`src/rtl/rv_pkg.sv`:
```
// Shared constants and clear-walk state encoding for the multi-port register file.
//   XLEN_DEF    : default data width
//   NREG_DEF    : default register count
//   clr_state_e : background-clear FSM state (IDLE=0, WALK=1)
package rv_pkg;

  localparam int unsigned XLEN_DEF = 32;
  localparam int unsigned NREG_DEF = 32;

  typedef enum logic {
    IDLE = 1'b0,
    WALK = 1'b1
  } clr_state_e;

endpackage

```
`src/rtl/regfile_mp_if.sv`:
```
// Bus bundle for regfile_mp: read ports, write ports, scoreboard set and bulk clear.
//   raddr/rdata/rbusy : NRD packed read ports (address, data, scoreboard busy)
//   wen/waddr/wdata   : NWR packed write ports
//   sb_set/sb_addr    : mark one register busy
//   clr_req/clr_busy  : start / observe a background clear walk
//   master = requester side, slave = register file side
interface regfile_mp_if #(
  parameter int unsigned XLEN = rv_pkg::XLEN_DEF,
  parameter int unsigned NREG = rv_pkg::NREG_DEF,
  parameter int unsigned NRD  = 2,
  parameter int unsigned NWR  = 2
);

  localparam int unsigned AW = $clog2(NREG);

  logic [NRD*AW-1:0]   raddr;
  logic [NRD*XLEN-1:0] rdata;
  logic [NRD-1:0]      rbusy;
  logic [NWR-1:0]      wen;
  logic [NWR*AW-1:0]   waddr;
  logic [NWR*XLEN-1:0] wdata;
  logic                sb_set;
  logic [AW-1:0]       sb_addr;
  logic                clr_req;
  logic                clr_busy;

  modport master (
    output raddr, wen, waddr, wdata, sb_set, sb_addr, clr_req,
    input  rdata, rbusy, clr_busy
  );

  modport slave (
    input  raddr, wen, waddr, wdata, sb_set, sb_addr, clr_req,
    output rdata, rbusy, clr_busy
  );

endinterface

```
`src/rtl/regfile_wsel.sv`:
```
// Read-port data select: stored value, optionally overridden by a same-cycle write.
//   raddr  : read address of this port
//   stored : register contents at raddr
//   wen/waddr/wdata : packed write ports (higher port index has priority)
//   rdata  : data returned to the reader (always 0 for address 0)
module regfile_wsel #(
  parameter int unsigned XLEN   = 32,
  parameter int unsigned AW     = 5,
  parameter int unsigned NWR    = 2,
  parameter bit          BYPASS = 1'b1
) (
  input  logic [AW-1:0]       raddr,
  input  logic [XLEN-1:0]     stored,
  input  logic [NWR-1:0]      wen,
  input  logic [NWR*AW-1:0]   waddr,
  input  logic [NWR*XLEN-1:0] wdata,
  output logic [XLEN-1:0]     rdata
);

  // Later ports overwrite earlier matches so the highest-index writer wins.
  always_comb begin
    rdata = stored;
    if (BYPASS) begin
      for (int unsigned p = 0; p < NWR; p++) begin
        if (wen[p] && (waddr[p*AW +: AW] == raddr)) begin
          rdata = wdata[p*XLEN +: XLEN];
        end
      end
    end
    if (raddr == '0) begin
      rdata = '0;
    end
  end

endmodule

```
`src/rtl/regfile_mp.sv`:
```
// Multi-port register file with busy scoreboard and background clear walk.
//   clk  : rising-edge clock
//   arst : asynchronous active-high reset
//   bus  : regfile_mp_if slave (read/write ports, scoreboard set, clear request/status)
// Register 0 is hardwired to zero. The clear walk zeroes x1..x(NREG-1), one per
// cycle, while ordinary writes keep working and win over the walk's zero.
module regfile_mp
  import rv_pkg::*;
#(
  parameter int unsigned XLEN   = XLEN_DEF,
  parameter int unsigned NREG   = NREG_DEF,
  parameter int unsigned NRD    = 2,
  parameter int unsigned NWR    = 2,
  parameter bit          BYPASS = 1'b1
) (
  input logic         clk,
  input logic         arst,
  regfile_mp_if.slave bus
);

  localparam int unsigned AW = $clog2(NREG);

  clr_state_e      state;
  clr_state_e      state_next;
  logic [AW-1:0]   cnt;
  logic [AW-1:0]   cnt_next;
  logic            walk_entry;
  logic [NREG-1:0] sb;
  logic [NREG-1:0] sb_next;
  logic [NWR-1:0]  wen_live;
  logic [XLEN-1:0] regs [NREG];

  // Writers are not visible to readers while reset is held.
  assign wen_live = arst ? '0 : bus.wen;

  // Clear-walk state register.
  always_ff @(posedge clk or posedge arst) begin
    if (arst) begin
      state <= IDLE;
      cnt   <= '0;
    end else begin
      state <= state_next;
      cnt   <= cnt_next;
    end
  end

  // Clear-walk next state: walk starts at x1 and ends after clearing x(NREG-1).
  always_comb begin
    state_next = state;
    cnt_next   = cnt;
    walk_entry = 1'b0;
    case (state)
      IDLE: begin
        if (bus.clr_req) begin
          state_next = WALK;
          cnt_next   = AW'(1);
          walk_entry = 1'b1;
        end
      end
      WALK: begin
        cnt_next = cnt + AW'(1);
        if (cnt == AW'(NREG - 1)) begin
          state_next = IDLE;
        end
      end
    endcase
  end

  assign bus.clr_busy = (state == WALK);

  // Scoreboard next value: bulk clear or per-write clears, then set has the final say.
  always_comb begin
    sb_next = sb;
    if (walk_entry) begin
      sb_next = '0;
    end else begin
      for (int unsigned p = 0; p < NWR; p++) begin
        if (bus.wen[p]) begin
          sb_next[bus.waddr[p*AW +: AW]] = 1'b0;
        end
      end
    end
    if (bus.sb_set) begin
      sb_next[bus.sb_addr] = 1'b1;
    end
    sb_next[0] = 1'b0;
  end

  // Scoreboard register.
  always_ff @(posedge clk or posedge arst) begin
    if (arst) begin
      sb <= '0;
    end else begin
      sb <= sb_next;
    end
  end

  // Register array: walk zero first, then ports in ascending order so port writes win.
  always_ff @(posedge clk or posedge arst) begin
    if (arst) begin
      for (int unsigned i = 0; i < NREG; i++) begin
        regs[i] <= '0;
      end
    end else begin
      if (state == WALK) begin
        regs[cnt] <= '0;
      end
      for (int unsigned p = 0; p < NWR; p++) begin
        if (bus.wen[p] && (bus.waddr[p*AW +: AW] != '0)) begin
          regs[bus.waddr[p*AW +: AW]] <= bus.wdata[p*XLEN +: XLEN];
        end
      end
    end
  end

  // Read ports: busy bit straight from the stored scoreboard, data through the bypass select.
  for (genvar p = 0; p < NRD; p++) begin : g_rd
    logic [AW-1:0] ra;

    assign ra           = bus.raddr[p*AW +: AW];
    assign bus.rbusy[p] = sb[ra];

    regfile_wsel #(
      .XLEN   (XLEN),
      .AW     (AW),
      .NWR    (NWR),
      .BYPASS (BYPASS)
    ) u_wsel (
      .raddr  (ra),
      .stored (regs[ra]),
      .wen    (wen_live),
      .waddr  (bus.waddr),
      .wdata  (bus.wdata),
      .rdata  (bus.rdata[p*XLEN +: XLEN])
    );
  end

endmodule

```
`src/flat_wrapper.sv`:
```
// flat-port wrapper written by rule: the top's interface ports become plain ports
module regfile_mp_flat import rv_pkg::*;
#(
  parameter int unsigned XLEN   = XLEN_DEF,
  parameter int unsigned NREG   = NREG_DEF,
  parameter int unsigned NRD    = 2,
  parameter int unsigned NWR    = 2,
  parameter bit          BYPASS = 1'b1
)
  (clk, arst, bus_raddr, bus_wen, bus_waddr, bus_wdata, bus_sb_set, bus_sb_addr, bus_clr_req, bus_rdata, bus_rbusy, bus_clr_busy);
  regfile_mp_if #(.XLEN(XLEN), .NREG(NREG), .NRD(NRD), .NWR(NWR)) bus_i ();
  input logic clk;
  input logic arst;
  input wire logic [$bits(bus_i.raddr)-1:0] bus_raddr;
  input wire logic [$bits(bus_i.wen)-1:0] bus_wen;
  input wire logic [$bits(bus_i.waddr)-1:0] bus_waddr;
  input wire logic [$bits(bus_i.wdata)-1:0] bus_wdata;
  input wire logic [$bits(bus_i.sb_set)-1:0] bus_sb_set;
  input wire logic [$bits(bus_i.sb_addr)-1:0] bus_sb_addr;
  input wire logic [$bits(bus_i.clr_req)-1:0] bus_clr_req;
  output wire logic [$bits(bus_i.rdata)-1:0] bus_rdata;
  output wire logic [$bits(bus_i.rbusy)-1:0] bus_rbusy;
  output wire logic [$bits(bus_i.clr_busy)-1:0] bus_clr_busy;
  assign bus_i.raddr = bus_raddr;
  assign bus_i.wen = bus_wen;
  assign bus_i.waddr = bus_waddr;
  assign bus_i.wdata = bus_wdata;
  assign bus_i.sb_set = bus_sb_set;
  assign bus_i.sb_addr = bus_sb_addr;
  assign bus_i.clr_req = bus_clr_req;
  assign bus_rdata = bus_i.rdata;
  assign bus_rbusy = bus_i.rbusy;
  assign bus_clr_busy = bus_i.clr_busy;
  regfile_mp #(.XLEN(XLEN), .NREG(NREG), .NRD(NRD), .NWR(NWR), .BYPASS(BYPASS)) u_core (.clk(clk), .arst(arst), .bus(bus_i));
endmodule
```
`config.mk`:
```
export PLATFORM = sky130hd
export DESIGN_NAME = regfile_mp_flat
export DESIGN_NICKNAME = d
export VERILOG_FILES = /design/src/rtl/rv_pkg.sv /design/src/rtl/regfile_mp_if.sv /design/src/rtl/regfile_wsel.sv /design/src/rtl/regfile_mp.sv /design/src/flat_wrapper.sv
export SDC_FILE = /design/constraint.sdc
export NUM_CORES = 2
export LEC_CHECK = 0
export CORE_AREA = 4 4 470 472
export DETAILED_ROUTE_END_ITERATION = 16
export DIE_AREA = 0 0 474 476
export GPL_TIMING_DRIVEN = 0
export HOLD_SLACK_MARGIN = 0.15
export PLACE_DENSITY = 0.45
export SLEW_MARGIN = 20
export SYNTH_ARGS = -nofsm -noshare
export SYNTH_HDL_FRONTEND = slang
export SYNTH_SLANG_ARGS = --single-unit
```
`constraint.sdc`:
```
create_clock -name clk -period 55.1 [get_ports clk]
set_clock_uncertainty 0.2 [all_clocks]
set_input_delay 11.02 -clock clk [delete_from_list [all_inputs] [get_ports clk]]
set_output_delay 11.02 -clock clk [all_outputs]
set_load 0.02 [all_outputs]
```
# [Word-level counts from Yosys, hierarchy flattened]
# Cells that the tools add are included.
# Widths: inputs -> output; s select.
[totals] output_inout_bits=67 wordCells=132 ff_bits=1061 inputBits=95
[classes] eq_ne=6 n_lt_le_gt_ge=16 mux=45 n_bitwise=13 reduce_logical=16 n_addsub=1
[op_table] op="$mux 1024" n=3
[op_table] op="$bwmux 1024" n=2
[op_table] op="$and 1024x1024->1024" n=1
[op_table] op="$not 1024->1024" n=1
[op_table] op="$mux 32" n=18
[op_table] op="$demux 32 s5" n=3
[op_table] op="$bmux 32 s5" n=2
[op_table] op="$and 32x32->32" n=2
[op_table] op="$not 32->32" n=2
[op_table] op="$or 32x32->32" n=1
[op_table] op="$ge 6x6->1 const B" n=5
[op_table] op="$lt 5x6->1 const B" n=5
[op_table] op="$not 5->6" n=5
[op_table] op="$eq 5x5->1" n=4
[op_table] op="$lt 6x1->1 const B" n=3
[op_table] op="$demux 1 s5" n=3
[op_table] op="$ge 5x1->1 const B" n=3
[op_table] op="$logic_and 1x1->1" n=12
[op_table] op="$bmux 1 s5" n=2
[op_table] op="$logic_not 5->1" n=2
[op_table] op="$pmux 5 s2" n=1
[op_table] op="$reduce_bool 5->1" n=2
[op_table] op="$mux 1" n=8
[op_table] op="$add 5x1->5 const B" n=1
[op_table] op="other kinds (6)" n=6

# [Logic depth before layout (Yosys ltp)]
[logic_depth] depth_word=13 depth_mapped=11 ltp_nobuf=7

# [By module]
# From an unflattened synthesis, not the netlist that was laid out.
[unflattened] hier_cells=6409 hier_area_um2=65328.9
[modules_own_cells] mod="regfile_mp" area_each_um2=62751.4 instances=1 cells_per_inst=6055
[modules_own_cells] mod="regfile_wsel" area_each_um2=1288.7 instances=2 cells_per_inst=177

# [Worst setup path after synthesis]
# No wires, ideal clock.
[synth_path] kind="input port to output port" startpoint="input arst" endpoint="output bus_rdata[11]" n_path_buf=1 path_stages=6 t_required_ns=43.880 slack_ns=7.852 t_arrival_ns=36.028 cell_sequence="inv_1 nand2_1 nor3_1 nor2b_1 clkbuf_1 a221o_1"
[synth_between] elab_chain_len=5 elab_cells_between_ends=6 cone_classes="mux (4); reduce/logical (2)"
[synth_lines] element="from (decl)" line="flat_wrapper.sv:13" text="input logic arst;"
[synth_lines] element="$mux 2 (*)" line="regfile_mp.sv:34" text="assign wen_live = arst ? '0 : bus.wen;"
[synth_lines] element="$logic_and 1x1->1" line="regfile_wsel.sv:25" text="if (wen[p] && (waddr[p*AW +: AW] == raddr)) begin"
[synth_lines] element="$mux 32" line="regfile_wsel.sv:25"
[synth_lines] element="$mux 32 (*)" line="regfile_wsel.sv:25"
[synth_lines] element="$mux 32 (*)" line="regfile_wsel.sv:30" text="if (raddr == '0) begin"
[synth_lines] element="to (decl)" line="flat_wrapper.sv:21" text="output wire logic [$bits(bus_i.rdata)-1:0] bus_rdata;"
# Every way passes the cells marked *; elsewhere a longest branch is shown, timed or not.

# [Final worst setup path]
[layout_path] startpoint="input arst" endpoint="output bus_rdata[13]"
# Same word-level chain as after synthesis.

==> impl_metrics.tcl <==
set metrics [dict create \
    floorplan.die_area_um2 226000 \
    clockBufferDepth 3 \
    min-delay-start "u_core.regs[1001]" \
    placement.io_buffers 108 \
    worstHoldPathType "reg2reg" \
    layout-drive-gt1-share 0.124 \
    grtUsageMet2 0.474 \
    worst-slew-pin-transition_ns 1.33 \
    crit_start "arst" \
    clock_insertion_delay_at_the_later_pin_of_the_skew_report_ns 0.80 \
    final_critical_path_setup_slack_ns 26.32 \
    worst_ep_required_time_ns 43.88 \
    hpwlAfterDp_um 320000 \
    synth_edf_count 0 \
    pre_cts_slack_ns 26.27 \
    clock_buffers_created_by_tritoncts 135 \
    cts_tree "built" \
    ctsRootBufferMaster "sky130_fd_sc_hd__clkbuf_16" \
    final_nets 6944 \
    yosysWarningCount 0 \
    routed_via_density 6.65 \
    antenna_violating_nets_post_route 0 \
    synth_async_sr_flop_share 1.00 \
    die_x_um 474 \
    worstSetupStartpointType "input port" \
    route.detailed.drc 0 \
    worst-endpoint-arrival_ns 17.56 \
    hold_viol 0 \
    gr-max-usage-layer "met2" \
    grt_pass1_wl_um 533000 \
    groute.layer.met1.usage 0.459 \
    count_of_boundary_i_o_pins 162 \
    cts-htree-levels 4 \
    synth_sequential_area_ratio 0.411 \
    detailroute.via_count 65200 \
    antenna_found_initial 20 \
    globalRouteMet3Util 0.100 \
    timing.max_cap.violations 0 \
    setup_viol 0 \
    synth.cell_area_um2 64700 \
    groute.usage.overall 0.347 \
    area.growth.synth_to_final_pct 14.9 \
    power_density_nw_per_um2 47.7 \
    synthCells 6574 \
    detailed_place.area_um2 70000 \
    timing.max_slew.rel_slack 0.111 \
    cts.repair.resized 0 \
    max_stage_delay_ns 0.94 \
    effective_utilization_at_floorplan 0.299 \
    die_h_um 476 \
    final.period_utilization 0.522 \
    timing.critical_path.mode_cell "sky130_fd_sc_hd__buf_16" \
    final_util 0.343 \
    synth_cell_types 55 \
    max-vdd-ir-drop_mv 0.0289 \
    critical_path_class "in2out" \
    syn-num-nets 6674 \
    path_max_fanout 90 \
    grt_setup_unrepaired "false" \
    syn_area_per_cell_um2 9.84 \
    synth_seq_cells 1061 \
    cts_setup_buffers 0 \
    critical_path.reg2reg.startpoint "u_core.cnt[0]" \
    first_global_vias 59600 \
    cts.reportedPaths.clkPinSlew_ns 0.06 \
    endpoint_kind "primary output" \
    globalplace.congestion 1.06 \
    timing.critical_path.cells "clkdlybuf4s50_1, inv_8, buf_16, buf_16, buf_16, nand2_1, nor3_2, nor2b_2, clkbuf_1, a221o_1, clkdlybuf4s50_1" \
    ys.flop_type "sky130_fd_sc_hd__dfrtp_1" \
    num_clock_sinks 1061 \
    p_leak_nw 29.5 \
    cpMaxStageDelayCell "sky130_fd_sc_hd__clkbuf_1" \
    drt_pass1_iterations 6 \
    first_iter_violations 11100 \
    finalMaxSlewViolations 0 \
    status "finished clean" \
    totalWireLength_um 403000 \
    timing.final.crit_period_ns 28.78 \
    core_um2 217000 \
    num_rows 171 \
    grt_max_degree 94 \
    route.detailed.wl_per_inst_um 41.1 \
    postCtsHoldBufs 0 \
    final_cell_area_um2 74300 \
    gr-total-overflow 0 \
    achievable-frequency_mhz 34.8 \
]
layout by cell type, fill, tap and decap left out, types with 14 or more instances in the layout:
cell	netlist	routed
sky130_fd_sc_hd__buf_2	83	89
sky130_fd_sc_hd__xnor2_1	18	18
sky130_fd_sc_hd__nor4_1	14	14
sky130_fd_sc_hd__a211oi_1	87	87
sky130_fd_sc_hd__a22oi_1	959	959
sky130_fd_sc_hd__mux4_2	402	402
sky130_fd_sc_hd__o221ai_1	110	110
sky130_fd_sc_hd__and2_1	40	40
sky130_fd_sc_hd__clkinv_2	0	23
sky130_fd_sc_hd__a22o_1	62	62
sky130_fd_sc_hd__clkbuf_8	0	27
sky130_fd_sc_hd__o32ai_1	16	16
sky130_fd_sc_hd__nand3_1	19	19
sky130_fd_sc_hd__nand2_1	625	625
sky130_fd_sc_hd__dfrtp_1	1061	1061
sky130_fd_sc_hd__nor2_1	548	546
sky130_fd_sc_hd__mux2i_1	243	243
sky130_fd_sc_hd__a21o_1	43	43
sky130_fd_sc_hd__a221oi_1	20	20
sky130_fd_sc_hd__a2bb2oi_1	55	55
sky130_fd_sc_hd__a21oi_1	521	521
sky130_fd_sc_hd__a221o_1	22	22
sky130_fd_sc_hd__clkbuf_2	7	54
sky130_fd_sc_hd__clkbuf_1	738	722
sky130_fd_sc_hd__o22ai_1	40	40
sky130_fd_sc_hd__diode_2	0	20
sky130_fd_sc_hd__mux2_2	37	37
sky130_fd_sc_hd__clkdlybuf4s50_1	0	108
sky130_fd_sc_hd__o21ai_0	565	558
sky130_fd_sc_hd__nand3b_1	16	16
sky130_fd_sc_hd__clkbuf_16	0	141
sky130_fd_sc_hd__buf_16	0	17
sky130_fd_sc_hd__buf_4	22	24
sky130_fd_sc_hd__a32oi_1	25	25
sky130_fd_sc_hd__buf_1	48	42
layout make-up:
type                    count  area [um2]
fillers                 22300      142000
multi-input cells        4606       34500
flip-flops and latches   1061       26600
clock buffers             199        4020
plain buffers             901        3670
well taps                2854        3570
repair buffers            133        1660
clock inverters            30         239
diodes                     20        50.0
inverters                   6        30.0
report_power, final:
| group | total (mW) | leakage (nW) | switching (mW) | internal, mW |
|---|---|---|---|---|
| clock network | 0.901 | 2.11 | 0.385 | 0.515 |
| registers | 1.41 | 13.6 | 0.300 | 1.11 |
| logic | 1.23 | 13.8 | 0.665 | 0.563 |
| total | 3.54 | 29.5 | 1.35 | 2.19 |
registers in the layout, summed over array words and instances, names as in the netlist:
| register | count |
|---|---|
| u_core.bus.clr_busy | 1 |
| u_core.cnt | 5 |
| u_core.regs | 1024 |
| u_core.sb | 31 |
final timing paths:
check | end | slack [ns] | depth (start not counted)
worst max-delay path | bus_rdata[13] | 26.32 | 11
worst min-delay path | u_core.regs[1001] | 0.30 | 1
worst max register to register | u_core.regs[990] | 51.02 | 8
worst min register to register | u_core.regs[1001] | 0.30 | 1
max in group asynchronous | u_core.regs[794] | 41.95 | 6
min in group asynchronous | u_core.regs[550] | 10.55 | 2
cell families (layout without fill, tap and decap cells):
logic type | Yosys count | in the layout | share of synthesized area
AO/OA/AOI/OAI | 2560 | 2560 | 0.261
multiplexers | 682 | 682 | 0.184
XOR/XNOR | 21 | 21 | 0.00284
buffers and inverters | 907 | 1269 | 0.0560
AND/OR/NAND/NOR | 1338 | 1338 | 0.0849
other | 0 | 20 | 0
flip-flops | 1061 | 1061 | 0.411
adder cells (fa/ha/maj) | 5 | 5 | 0.000967
synthesized netlist by cell type (62+ instances only):
master,count,area share
sky130_fd_sc_hd__o221ai_1,110,0.015
sky130_fd_sc_hd__dfrtp_1,1061,0.41
sky130_fd_sc_hd__o21ai_0,565,0.044
sky130_fd_sc_hd__buf_2,83,0.0064
sky130_fd_sc_hd__a21oi_1,521,0.040
sky130_fd_sc_hd__mux2i_1,243,0.038
sky130_fd_sc_hd__a22oi_1,959,0.11
sky130_fd_sc_hd__mux4_2,402,0.14
sky130_fd_sc_hd__a22o_1,62,0.0084
sky130_fd_sc_hd__nand2_1,625,0.036
sky130_fd_sc_hd__nor2_1,548,0.032
sky130_fd_sc_hd__a211oi_1,87,0.010
sky130_fd_sc_hd__clkbuf_1,738,0.043
metal layers:
metal | up-vias | wire (um)
met1 | 33700 | 159000
met5 | - | 85
li1 | 25600 | -
met4 | 14 | 37800
met2 | 4917 | 161000
met3 | 994 | 44600
metrics by stage:
stage | std cells | hold WS, ns | total power [mW] | setup TNS [ns]
floorplan | 6574 | 0.267 | 2.10 | 0
global placement | 9536 | 0.283 | 2.57 | -3991.67
detailed placement | 9560 | 0.289 | 2.61 | 0
CTS | 9789 | 0.305 | 3.50 | 0
global route | 9791 | 0.324 | 3.66 | 0
finish | 9810 | 0.303 | 3.54 | 0
worst max-delay path: cells and delay by family:
family          cells  cell delay, ns
buf+inv             7            3.80
simple gates        3            1.90
compound gates      1            0.60
Power figures use the tool's default switching activity.
